===== config.mk =====
export PLATFORM = sky130hd
export DESIGN_NAME = move_sequencer_flat
export DESIGN_NICKNAME = d
export VERILOG_FILES = /design/src/rtl/move_sequencer_if.sv /design/src/rtl/move_sequencer.sv /design/src/flat_wrapper.sv
export SDC_FILE = /design/constraint.sdc
export NUM_CORES = 1
export LEC_CHECK = 0
export BUFFER_PORTS_ARGS = -buffer_cell sky130_fd_sc_hd__buf_2
export CAP_MARGIN = 15
export CELL_PAD_IN_SITES_DETAIL_PLACEMENT = 0
export CELL_PAD_IN_SITES_GLOBAL_PLACEMENT = 2
export CORE_MARGIN = 10
export CORE_UTILIZATION = 39
export CTS_BUF_LIST = sky130_fd_sc_hd__clkbuf_8
export DETAILED_ROUTE_END_ITERATION = 7
export GPL_ROUTABILITY_DRIVEN = 0
export PLACE_DENSITY_LB_ADDON = 0.3
export SYNTH_ARGS = -nofsm -noshare
export SYNTH_HDL_FRONTEND = slang
export SYNTH_SLANG_ARGS = --single-unit

===== constraint.sdc =====
create_clock -name clk -period 4.8 [get_ports clk]
set_input_delay 0.48 -clock clk [delete_from_list [all_inputs] [get_ports clk]]
set_output_delay 0.48 -clock clk [all_outputs]
set_load 0.02 [all_outputs]

===== src/rtl/move_sequencer_if.sv =====
// Player-input and game-logic signal bundle for move_sequencer.
// slave is the sequencer side; master is whoever drives requests and observes results.
interface move_sequencer_if;
  logic       new_game;
  logic       drop_req;
  logic [2:0] drop_col;
  logic       logic_result;
  logic       board_clr;
  logic       go;
  logic [2:0] address;
  logic [5:0] onoff_write;
  logic [5:0] player_write;
  logic       cur_player;
  logic       drop_ack;
  logic       drop_err;
  logic       game_over;
  logic       winner;
  logic       draw;

  modport master (
    output new_game, drop_req, drop_col, logic_result,
    input  board_clr, go, address, onoff_write, player_write,
    input  cur_player, drop_ack, drop_err, game_over, winner, draw
  );

  modport slave (
    input  new_game, drop_req, drop_col, logic_result,
    output board_clr, go, address, onoff_write, player_write,
    output cur_player, drop_ack, drop_err, game_over, winner, draw
  );
endinterface


===== src/rtl/move_sequencer.sv =====
// Connect Four turn controller: owns the 7x6 board, issues column writes, tracks the outcome.
// Define DRAW_DETECT_EN to end the game as a draw once all 42 cells are filled.
module move_sequencer (
  input logic             clk,
  input logic             reset,
  move_sequencer_if.slave bus
);

  typedef enum logic [2:0] {StInit, StIdle, StCheck, StWrite, StEval, StOver} state_e;

  state_e     state_q;
  logic [5:0] occ_q [7];
  logic [5:0] own_q [7];
  logic [5:0] move_cnt_q;
  logic [2:0] col_q;
  logic       cur_player_q;
  logic       go_q;
  logic [2:0] address_q;
  logic [5:0] onoff_q;
  logic [5:0] player_q;
  logic       drop_ack_q;
  logic       drop_err_q;
  logic       game_over_q;
  logic       winner_q;
  logic       draw_q;

  logic       col_ok;
  logic [5:0] occ_sel;
  logic [5:0] own_sel;
  logic [2:0] height;
  logic [5:0] occ_next;
  logic [5:0] own_next;

  always_comb begin
    col_ok  = (col_q <= 3'd6);
    occ_sel = col_ok ? occ_q[col_q] : 6'd0;
    own_sel = col_ok ? own_q[col_q] : 6'd0;
    height  = 3'd0;
    for (int i = 0; i < 6; i++) begin
      height = height + {2'b00, occ_sel[i]};
    end
    occ_next = {occ_sel[4:0], 1'b1};
    own_next = own_sel | ({5'b00000, cur_player_q} << height);
  end

  always_ff @(posedge clk) begin
    if (reset) begin
      state_q      <= StInit;
      move_cnt_q   <= 6'd0;
      col_q        <= 3'd0;
      cur_player_q <= 1'b0;
      go_q         <= 1'b0;
      address_q    <= 3'd0;
      onoff_q      <= 6'd0;
      player_q     <= 6'd0;
      drop_ack_q   <= 1'b0;
      drop_err_q   <= 1'b0;
      game_over_q  <= 1'b0;
      winner_q     <= 1'b0;
      draw_q       <= 1'b0;
      for (int i = 0; i < 7; i++) begin
        occ_q[i] <= 6'd0;
        own_q[i] <= 6'd0;
      end
    end else begin
      go_q       <= 1'b0;
      address_q  <= 3'd0;
      onoff_q    <= 6'd0;
      player_q   <= 6'd0;
      drop_ack_q <= 1'b0;
      drop_err_q <= 1'b0;
      unique case (state_q)
        StInit: begin
          move_cnt_q   <= 6'd0;
          cur_player_q <= 1'b0;
          for (int i = 0; i < 7; i++) begin
            occ_q[i] <= 6'd0;
            own_q[i] <= 6'd0;
          end
          state_q <= StIdle;
        end
        StIdle: begin
          if (bus.new_game) begin
            game_over_q <= 1'b0;
            winner_q    <= 1'b0;
            draw_q      <= 1'b0;
            state_q     <= StInit;
          end else if (bus.drop_req) begin
            col_q   <= bus.drop_col;
            state_q <= StCheck;
          end
        end
        StCheck: begin
          if (!col_ok || height == 3'd6) begin
            drop_err_q <= 1'b1;
            state_q    <= StIdle;
          end else begin
            // Outputs are registered, so the write strobe is launched here to appear in WRITE.
            go_q          <= 1'b1;
            address_q     <= col_q;
            onoff_q       <= occ_next;
            player_q      <= own_next;
            occ_q[col_q]  <= occ_next;
            own_q[col_q]  <= own_next;
            move_cnt_q    <= move_cnt_q + 6'd1;
            state_q       <= StWrite;
          end
        end
        StWrite: begin
          drop_ack_q <= 1'b1;
          state_q    <= StEval;
        end
        StEval: begin
          if (bus.logic_result) begin
            winner_q    <= cur_player_q;
            game_over_q <= 1'b1;
            state_q     <= StOver;
`ifdef DRAW_DETECT_EN
          end else if (move_cnt_q == 6'd42) begin
            draw_q      <= 1'b1;
            game_over_q <= 1'b1;
            state_q     <= StOver;
`endif
          end else begin
            cur_player_q <= ~cur_player_q;
            state_q      <= StIdle;
          end
        end
        StOver: begin
          if (bus.new_game) begin
            game_over_q <= 1'b0;
            winner_q    <= 1'b0;
            draw_q      <= 1'b0;
            state_q     <= StInit;
          end else if (bus.drop_req) begin
            drop_err_q <= 1'b1;
          end
        end
        default: state_q <= StInit;
      endcase
    end
  end

  // INIT is the clear cycle; held low while reset itself is asserted.
  assign bus.board_clr    = (state_q == StInit) && !reset;
  assign bus.go           = go_q;
  assign bus.address      = address_q;
  assign bus.onoff_write  = onoff_q;
  assign bus.player_write = player_q;
  assign bus.cur_player   = cur_player_q;
  assign bus.drop_ack     = drop_ack_q;
  assign bus.drop_err     = drop_err_q;
  assign bus.game_over    = game_over_q;
  assign bus.winner       = winner_q;
  assign bus.draw         = draw_q;

endmodule


===== src/flat_wrapper.sv =====
// flat-port wrapper written by rule: the top's interface ports become plain ports
module move_sequencer_flat 
  (clk, reset, bus_new_game, bus_drop_req, bus_drop_col, bus_logic_result, bus_board_clr, bus_go, bus_address, bus_onoff_write, bus_player_write, bus_cur_player, bus_drop_ack, bus_drop_err, bus_game_over, bus_winner, bus_draw);
  move_sequencer_if bus_i ();
  input logic clk;
  input logic reset;
  input wire logic [$bits(bus_i.new_game)-1:0] bus_new_game;
  input wire logic [$bits(bus_i.drop_req)-1:0] bus_drop_req;
  input wire logic [$bits(bus_i.drop_col)-1:0] bus_drop_col;
  input wire logic [$bits(bus_i.logic_result)-1:0] bus_logic_result;
  output wire logic [$bits(bus_i.board_clr)-1:0] bus_board_clr;
  output wire logic [$bits(bus_i.go)-1:0] bus_go;
  output wire logic [$bits(bus_i.address)-1:0] bus_address;
  output wire logic [$bits(bus_i.onoff_write)-1:0] bus_onoff_write;
  output wire logic [$bits(bus_i.player_write)-1:0] bus_player_write;
  output wire logic [$bits(bus_i.cur_player)-1:0] bus_cur_player;
  output wire logic [$bits(bus_i.drop_ack)-1:0] bus_drop_ack;
  output wire logic [$bits(bus_i.drop_err)-1:0] bus_drop_err;
  output wire logic [$bits(bus_i.game_over)-1:0] bus_game_over;
  output wire logic [$bits(bus_i.winner)-1:0] bus_winner;
  output wire logic [$bits(bus_i.draw)-1:0] bus_draw;
  assign bus_i.new_game = bus_new_game;
  assign bus_i.drop_req = bus_drop_req;
  assign bus_i.drop_col = bus_drop_col;
  assign bus_i.logic_result = bus_logic_result;
  assign bus_board_clr = bus_i.board_clr;
  assign bus_go = bus_i.go;
  assign bus_address = bus_i.address;
  assign bus_onoff_write = bus_i.onoff_write;
  assign bus_player_write = bus_i.player_write;
  assign bus_cur_player = bus_i.cur_player;
  assign bus_drop_ack = bus_i.drop_ack;
  assign bus_drop_err = bus_i.drop_err;
  assign bus_game_over = bus_i.game_over;
  assign bus_winner = bus_i.winner;
  assign bus_draw = bus_i.draw;
  move_sequencer u_core (.clk(clk), .reset(reset), .bus(bus_i));
endmodule

==> impl_table.tex, run 1 <==
\begin{tabular}{lr}
\hline
Metric & Value \\
\hline
\multicolumn{2}{l}{\textbf{Logic synthesis}} \\
Number of enable flip-flop cells after synthesis & 88 \\
Register area share after synthesis & 63.6\% \\
Async set-reset flop share out of synthesis & 0\% \\
Synth Instances & 428 \\
Synthesized area per cell & 12.4 um2 \\
Distinct cells, synth & 41 \\
Mapped cell area & 5320 um2 \\
Top flip-flop cell by instance count after synthesis & sky130\_fd\_sc\_hd\_\_edfxtp\_1 \\
Synthesis warning total & 0 \\
\#FFs+latches synth & 125 \\
\multicolumn{2}{l}{\textbf{Timing}} \\
Min Tclk post-route & 4.41 ns \\
Worst Hold Margin & 0.312 ns \\
Final Setup Violations & 0 \\
Number of endpoints with negative hold slack in the final report & 0 \\
Setup tns final & 0 ns \\
Period utilization & 91.8\% \\
Worst-case clock skew & 0.0120 ns \\
Worst max-slew margin expressed relative to the limit & 34.7\% \\
Timing-limited maximum frequency & 227 MHz \\
Number of pins with negative max-slew slack in the final report & 0 \\
Least-Margin Pin Slew & 0.976 ns \\
Setup repair after global routing missed its margin & false \\
\multicolumn{2}{l}{\textbf{Route}} \\
Detailed-route wire length & 12.3 mm \\
Number of vias in the routed layout & 3,417 \\
Antenna-violating nets left & 0 \\
Vias per inst & 4.95 \\
First-iteration detailed-routing DRC count & 329 \\
Residual DRC count & 0 \\
Router iterations before antenna repair & 4 \\
WL per Instance & 17.9 um \\
\multicolumn{2}{l}{\textbf{Critical path}} \\
Arrival @ worst endpoint & 4.44 ns \\
Sort of element at the start of the critical path & register \\
Worst Path Class, Setup & register to register \\
Required time at the worst-slack endpoint & 4.83 ns \\
Crit-path max FO & 11 \\
Setup crit end kind & register \\
Depth of the worst register-to-register path & 13 \\
Register-to-register path setup slack & 0.39 ns \\
\multicolumn{2}{l}{\textbf{Die}} \\
Effective utilization at floorplan & 40.0\% \\
Number of placed I/O pins & 31 \\
Row count & 42 \\
Placeable Area & 13,300 um2 \\
Die outline width & 137 um \\
Floorplan die area & 18,700 um2 \\
Die Ht & 137 um \\
\multicolumn{2}{l}{\textbf{GRT}} \\
Global-route congestion overflow total & 0 \\
Global-route wire length before repair & 19.4 mm \\
Pin count of the biggest net entering global routing & 29 \\
Number of antenna violations at the first check in global routing & 0 \\
Global routing usage summed across all routing layers & 14.2\% \\
Vias in the first global route & 3,469 \\
\multicolumn{2}{l}{\textbf{Min path}} \\
Classification of the worst-slack hold path & primary input to register \\
Cell count of the worst hold path & 3 \\
\multicolumn{2}{l}{\textbf{Finish}} \\
Final Instance Count excl. Fillers & 691 \\
Final-stage net count & 514 \\
Antenna cell count & 0 \\
Fraction of final layout cells sized beyond drive strength 1 & 24.3\% \\
Most frequent standard cell in the layout excluding fill and tap cells & sky130\_fd\_sc\_hd\_\_nor2\_1 \\
Commonest non-fill, non-tap cells in the layout & 108 x sky130\_fd\_sc\_hd\_\_nor2\_1, 88 x sky130\_fd\_sc\_hd\_\_edfxtp\_1, 37 x sky130\_fd\_sc\_hd\_\_buf\_4 \\
Layout filler cell count & 1,223 \\
Post-synthesis to final-layout area growth & 17.5\% \\
\multicolumn{2}{l}{\textbf{Clocking}} \\
Post-CTS repair timing setup buffer count & 0 \\
CTS tree & built \\
Clock root cell & sky130\_fd\_sc\_hd\_\_clkbuf\_8 \\
\# clock sinks & 125 \\
Latest clock arrival within the worst-skew pair & 0.45 ns \\
Maximum count of clock buffers along a single path & 2 \\
TritonCTS buffer count & 17 \\
Number of H-tree levels & 4 \\
Clock-pin slew on the worst setup and hold paths & 0.07 ns \\
\multicolumn{2}{l}{\textbf{Flow run}} \\
Max\_cap viols & 0 \\
\multicolumn{2}{l}{\textbf{Pwr}} \\
Pwr dens & 357 nW/um2 \\
Sum of internal, switching and leakage power & 2.23 mW \\
Peak supply drop & 170 uV \\
Leakage power & 2.44 nW \\
\multicolumn{2}{l}{\textbf{Place}} \\
Number of port buffers & 29 \\
Cell total after placement & 659 \\
Final HPWL DP & 8.64 mm \\
\multicolumn{2}{l}{\textbf{Status}} \\
Outcome & complete, no violations \\
\hline
\end{tabular}
[flip-flops by register name, summed over array words and instances (netlist names), named ones only]
name                     count
u_core.occ_q                47
u_core.bus.winner            1
u_core.bus.address           3
u_core.col_q                 3
u_core.bus.drop_err          1
u_core.bus.drop_ack          1
u_core.bus.go                1
u_core.own_q                48
u_core.bus.game_over         1
u_core.bus.cur_player        1
u_core.bus.onoff_write       6
u_core.state_q               3
u_core.bus.player_write      6
[metal layers]
layer | track usage, % | share of wire (%)
met1 | 17.7 | 44
met2 | 22.1 | 49
met3 | 4.73 | 5.6
met5 | 0 | 0
met4 | 5.80 | 1.4
[kinds of logic (layout without fill, tap and decap cells)]
group | after synthesis | count (layout) | synth area share [%]
AND/OR/NAND/NOR | 183 | 183 | 15.1
flip-flops | 125 | 125 | 63.6
multiplexers | 45 | 45 | 11.9
buffers and inverters | 39 | 115 | 3.76
AO/OA/AOI/OAI | 31 | 31 | 4.16
adder cells (fa/ha/maj) | 4 | 4 | 1.36
other | 1 | 12 | 0.0705
[Yosys cell counts, types with 4 or more instances]
cell,instances,area [um2]
sky130_fd_sc_hd__clkbuf_1,14,52.6
sky130_fd_sc_hd__mux2i_1,29,290
sky130_fd_sc_hd__buf_6,4,45.0
sky130_fd_sc_hd__nor2_1,108,405
sky130_fd_sc_hd__a22oi_1,7,52.6
sky130_fd_sc_hd__nor2b_1,4,25.0
sky130_fd_sc_hd__and2_1,4,25.0
sky130_fd_sc_hd__inv_1,14,52.6
sky130_fd_sc_hd__nand2_1,35,131
sky130_fd_sc_hd__edfxtp_1,88,2640
sky130_fd_sc_hd__buf_4,6,45.0
sky130_fd_sc_hd__a31oi_2,6,75.1
sky130_fd_sc_hd__dfxtp_1,37,741
sky130_fd_sc_hd__a21oi_1,10,50.1
sky130_fd_sc_hd__mux4_2,11,248
sky130_fd_sc_hd__nor3_1,6,30.0
sky130_fd_sc_hd__o21ai_0,6,30.0
[timing repair]
action                     in CTS  in global routing
setup endpoints to repair       0                 22
resized for setup               0                  1
hold buffers                    0                  0
[stage by stage]
stage | util [%] | setup slack [ns] | instance area (um2)
final | 47.0 | 0.394 | 6250
after global routing | 47.0 | 0.0614 | 6250
after CTS | 47.0 | 0.206 | 6250
after detailed placement | 44.4 | 0.215 | 5910
after global placement | 44.4 | 0.364 | 5910
after floorplan | - | 0.262 | 5360
[where the power goes]
part | internal, mW | switching, mW
logic | 0.0837 | 0.124
clock network | 0.400 | 0.391
registers | 1.21 | 0.0224
total | 1.70 | 0.538
[path summary, 6_finish.rpt]
kind,from,to
max,register,u_core.own_q[1][0]$_SDFFCE_PN0P_
min,bus_drop_col[1],register
max reg2reg,register,u_core.own_q[1][0]$_SDFFCE_PN0P_
min reg2reg,u_core.occ_q[3][0]$_SDFFE_PP1P_,u_core.occ_q[3][0]$_SDFFE_PP1P_
[worst max-delay path, stage by stage (launching register included)]
cell                      delay [ns]
sky130_fd_sc_hd__dfxtp_2        0.51
sky130_fd_sc_hd__mux4_2         0.57
sky130_fd_sc_hd__mux2i_4        0.17
sky130_fd_sc_hd__or2_2          0.16
sky130_fd_sc_hd__fa_1           0.41
sky130_fd_sc_hd__inv_1          0.09
sky130_fd_sc_hd__fa_1           0.39
sky130_fd_sc_hd__ha_1           0.21
sky130_fd_sc_hd__inv_1          0.06
sky130_fd_sc_hd__fa_1           0.43
sky130_fd_sc_hd__nor3_1         0.35
sky130_fd_sc_hd__nor2_1         0.13
sky130_fd_sc_hd__nand4_1        0.14
sky130_fd_sc_hd__nand2_1        0.35
[layout make-up]
| cell class | count | area, um2 | share of cell area (%) |
|---|---|---|---|
| clock buffer | 21 | 289 | 4.62 |
| timing repair buffer | 69 | 474 | 7.58 |
| multi-input combinational | 275 | 1780 | 28.4 |
| clock inverter | 11 | 55.1 | 0.880 |
| inverter | 14 | 52.6 | 0.840 |
| sequential | 125 | 3380 | 54.1 |
| tap | 176 | 220 | 3.52 |
Note: power is estimated with default switching activity, not from simulation.
==> run 2: changes to the inputs <==
- CORE_MARGIN: 10 -> unset
==> run 2 against run 1 <==
Compared with the run above:
- sequential share of layout area down 0.63 points
- final cell count up 0.43%
- sequential cell count unchanged
- fmax up 1.6%
- register-to-register slack better by 0.07 ns
- total power up 6.5%
- clock skew up 0.0047 ns
- combinational power about the same
==> impl_table.tex, run 2 (synthesis gave the netlist of run 1 again) <==
\begin{tabular}{lr}
\hline
Metric & Value \\
\hline
\multicolumn{2}{l}{\textbf{Critical path}} \\
Worst Path Class, Setup & register to register (unchanged) \\
Arrival @ worst endpoint & 4.41 ns (was 4.44 ns) \\
Register-to-register path setup slack & 0.46 ns (was 0.39 ns) \\
Depth of the worst register-to-register path & 14 (was 13) \\
Required time at the worst-slack endpoint & 4.87 ns (was 4.83 ns) \\
Setup crit end kind & register (unchanged) \\
Stages on worst setup path & 14 (was 13) \\
Worst setup endpoint & u\_core.own\_q[1][3]\$\_SDFFCE\_PN0P\_ (was u\_core.own\_q[1][0]\$\_SDFFCE\_PN0P\_) \\
Kind of cell adding the most delay to the critical path & adder cells (unchanged) \\
Slowest cell on crit path & sky130\_fd\_sc\_hd\_\_fa\_1 (was sky130\_fd\_sc\_hd\_\_mux4\_2) \\
Critical path buffer and inverter count & 3 (was 2) \\
Crit path cell chain & buf\_4 -> mux4\_2 -> mux2i\_4 -> or2\_2 -> fa\_1 -> inv\_1 -> fa\_1 -> ha\_1 -> inv\_1 -> fa\_1 -> nor3\_1 -> nor2\_1 -> nand4\_1 -> nand2\_1 (was mux4\_2 -> mux2i\_4 -> or2\_2 -> fa\_1 -> inv\_1 -> fa\_1 -> ha\_1 -> inv\_1 -> fa\_1 -> nor3\_1 -> nor2\_1 -> nand4\_1 -> nand2\_1) \\
Critical register-to-register path endpoint & u\_core.own\_q[1][3]\$\_SDFFCE\_PN0P\_ (was u\_core.own\_q[1][0]\$\_SDFFCE\_PN0P\_) \\
Most repeated library cell on the critical path & sky130\_fd\_sc\_hd\_\_fa\_1 (unchanged) \\
Maximum single-stage delay on the critical path & 0.54 ns (was 0.57 ns) \\
Crit-path max FO & 11 (unchanged) \\
Sort of element at the start of the critical path & register (unchanged) \\
\multicolumn{2}{l}{\textbf{Route}} \\
Router iterations before antenna repair & 5 (was 4) \\
Antenna-violating nets left & 0 (unchanged) \\
Max Used Layer & met4 (unchanged) \\
WL per Instance & 17.7 um (was 17.9 um) \\
Detailed-route wire length & 12.3 mm (about the same) \\
First-iteration detailed-routing DRC count & 256 (was 329) \\
Number of vias in the routed layout & 3,362 (was 3,417) \\
Total length of routed met2 wires & 6.03 mm (was 6.01 mm) \\
Residual DRC count & 0 (unchanged) \\
Wire length on met1 & 5.63 mm (was 5.46 mm) \\
Vias per inst & 4.84 (was 4.95) \\
Detailed-routed wire length on met3 & 505 um (was 696 um) \\
\multicolumn{2}{l}{\textbf{Status}} \\
Outcome & complete, no violations (unchanged) \\
\multicolumn{2}{l}{\textbf{Timing}} \\
Number of endpoints with negative hold slack in the final report & 0 (unchanged) \\
Min Tclk post-route & 4.34 ns (was 4.41 ns) \\
Final Setup Violations & 0 (unchanged) \\
Setup repair after global routing missed its margin & false (unchanged) \\
Worst path setup slack after routing & 0.464 ns (was 0.394 ns) \\
Setup tns final & 0 ns (unchanged) \\
Number of pins with negative max-slew slack in the final report & 0 (unchanged) \\
Period utilization & 90.3\% (was 91.8\%) \\
Worst max-slew margin expressed relative to the limit & 34.3\% (was 34.7\%) \\
Timing-limited maximum frequency & 231 MHz (was 227 MHz) \\
Worst-case clock skew & 0.0167 ns (was 0.0120 ns) \\
Least-Margin Pin Slew & 0.982 ns (was 0.976 ns) \\
\multicolumn{2}{l}{\textbf{Place}} \\
Cell area after placement & 5920 um2 (was 5910 um2) \\
Worst setup timing slack at the placement stage & 0.347 ns (was 0.215 ns) \\
Final HPWL DP & 8.57 mm (was 8.64 mm) \\
Number of port buffers & 29 (unchanged) \\
\multicolumn{2}{l}{\textbf{Clocking}} \\
Latest clock arrival within the worst-skew pair & 0.44 ns (was 0.45 ns) \\
Maximum count of clock buffers along a single path & 2 (unchanged) \\
\# clock sinks & 125 (unchanged) \\
CTS tree & built (unchanged) \\
Clock-pin slew on the worst setup and hold paths & 0.07 ns (about the same) \\
Clock root cell & sky130\_fd\_sc\_hd\_\_clkbuf\_8 (unchanged) \\
Number of H-tree levels & 4 (unchanged) \\
TritonCTS buffer count & 17 (unchanged) \\
\multicolumn{2}{l}{\textbf{Die}} \\
Die outline width & 119 um (was 137 um) \\
Number of placed I/O pins & 31 (unchanged) \\
Placeable Area & 13,300 um2 (unchanged) \\
Die Ht & 119 um (was 137 um) \\
Floorplan die area & 14,100 um2 (was 18,700 um2) \\
Effective utilization at floorplan & 40.0\% (unchanged) \\
Row count & 42 (unchanged) \\
\multicolumn{2}{l}{\textbf{Pwr}} \\
Leakage power & 2.46 nW (was 2.44 nW) \\
Peak supply drop & 162 uV (was 170 uV) \\
Pwr dens & 376 nW/um2 (was 357 nW/um2) \\
\multicolumn{2}{l}{\textbf{Finish}} \\
Largest register FFs & 48 (unchanged) \\
Share of the core filled with cells in the final layout & 47.6\% (was 47.0\%) \\
Antenna cell count & 0 (unchanged) \\
Most frequent standard cell in the layout excluding fill and tap cells & sky130\_fd\_sc\_hd\_\_nor2\_1 (unchanged) \\
Fraction of final layout cells sized beyond drive strength 1 & 25.3\% (was 24.3\%) \\
Area of all placed cells without fillers & 6330 um2 (was 6250 um2) \\
Commonest non-fill, non-tap cells in the layout & 108 x sky130\_fd\_sc\_hd\_\_nor2\_1, 88 x sky130\_fd\_sc\_hd\_\_edfxtp\_1, 42 x sky130\_fd\_sc\_hd\_\_buf\_4 (was 108 x sky130\_fd\_sc\_hd\_\_nor2\_1, 88 x sky130\_fd\_sc\_hd\_\_edfxtp\_1, 37 x sky130\_fd\_sc\_hd\_\_buf\_4) \\
Final-stage net count & 517 (was 514) \\
Top flop regs & u\_core.own\_q (48), u\_core.occ\_q (47) (unchanged) \\
Top register by number of flip-flops & u\_core.own\_q (unchanged) \\
Post-synthesis to final-layout area growth & 18.9\% (was 17.5\%) \\
\multicolumn{2}{l}{\textbf{Flow run}} \\
Max\_cap viols & 0 (unchanged) \\
\multicolumn{2}{l}{\textbf{GRT}} \\
Vias in the first global route & 3,381 (was 3,469) \\
Pin count of the biggest net entering global routing & 19 (was 29) \\
Global-route wire length before repair & 19.4 mm (about the same) \\
Global routing usage summed across all routing layers & 19.2\% (was 14.2\%) \\
Number of antenna violations at the first check in global routing & 0 (unchanged) \\
Global-route congestion overflow total & 0 (unchanged) \\
\multicolumn{2}{l}{\textbf{Min path}} \\
Classification of the worst-slack hold path & primary input to register (unchanged) \\
\hline
\end{tabular}
[run 2: how the worst min path moves through the flow]
stage	startpoint	endpoint	slack (ns)	cells after the start
2_1_floorplan	u_core.occ_q[1][0]$_SDFFE_PP1P_	u_core.occ_q[1][0]$_SDFFE_PP1P_	0.42	2
3_3_place_gp	u_core.occ_q[1][0]$_SDFFE_PP1P_	u_core.occ_q[1][0]$_SDFFE_PP1P_	0.43	2
3_5_place_dp	u_core.occ_q[1][0]$_SDFFE_PP1P_	u_core.occ_q[1][0]$_SDFFE_PP1P_	0.44	2
4_1_cts	bus_drop_col[1]	u_core.col_q[1]$_SDFFE_PP0P_	0.33	3
5_1_grt	bus_drop_col[1]	u_core.col_q[1]$_SDFFE_PP0P_	0.34	3
6_report	bus_drop_col[1]	u_core.col_q[1]$_SDFFE_PP0P_	0.34	3
[run 2: power breakdown]
group          switching, mW  internal [mW]  total [mW]  leakage [nW]
Combinational          0.121         0.0842       0.206         0.967
Clock                  0.405          0.533       0.938         0.204
Sequential            0.0234           1.21        1.23          1.28
[run 2: timing repair]
item	CTS	global route
hold buffers	0	0
setup endpoints to repair	0	11
buffers inserted	0	0
gates resized for setup	0	1
endpoints found under the hold margin	0	0
[run 2: per-stage QoR]
| stage | power [mW] | std cells | hold WS (ns) |
|---|---|---|---|
| floorplan | 1.37 | 439 | 0.418 |
| global placement | 1.46 | 662 | 0.432 |
| detailed placement | 1.47 | 662 | 0.440 |
| CTS | 2.40 | 694 | 0.333 |
| global route | 2.48 | 694 | 0.339 |
| finish | 2.38 | 694 | 0.340 |
[run 2: area by class of cell]
class | count | area, um2
Clock buffer | 19 | 262
Inverter | 14 | 52.6
Fill cell | 1231 | 6970
Sequential cell | 125 | 3380
Clock inverter | 13 | 148
Tap cell | 176 | 220
Timing Repair Buffer | 72 | 480
Multi-Input combinational cell | 275 | 1780
[run 2: worst register-to-register path: stages, from the launching register on]
cell and delay, ns:
sky130_fd_sc_hd__dfxtp_1 0.32, sky130_fd_sc_hd__buf_4 0.18, sky130_fd_sc_hd__mux4_2 0.36, sky130_fd_sc_hd__mux2i_4 0.07, sky130_fd_sc_hd__or2_2 0.31, sky130_fd_sc_hd__fa_1 0.54, sky130_fd_sc_hd__inv_1 0.06, sky130_fd_sc_hd__fa_1 0.53
sky130_fd_sc_hd__ha_1 0.14, sky130_fd_sc_hd__inv_1 0.05, sky130_fd_sc_hd__fa_1 0.50, sky130_fd_sc_hd__nor3_1 0.07, sky130_fd_sc_hd__nor2_1 0.21, sky130_fd_sc_hd__nand4_1 0.16, sky130_fd_sc_hd__nand2_1 0.46
[run 2: layer usage]
layer,track usage [%],vias to the layer above
met5,0,-
met2,29.4,73
met3,4.34,10
met4,8.70,0
met1,25.8,1640
li1,-,1639
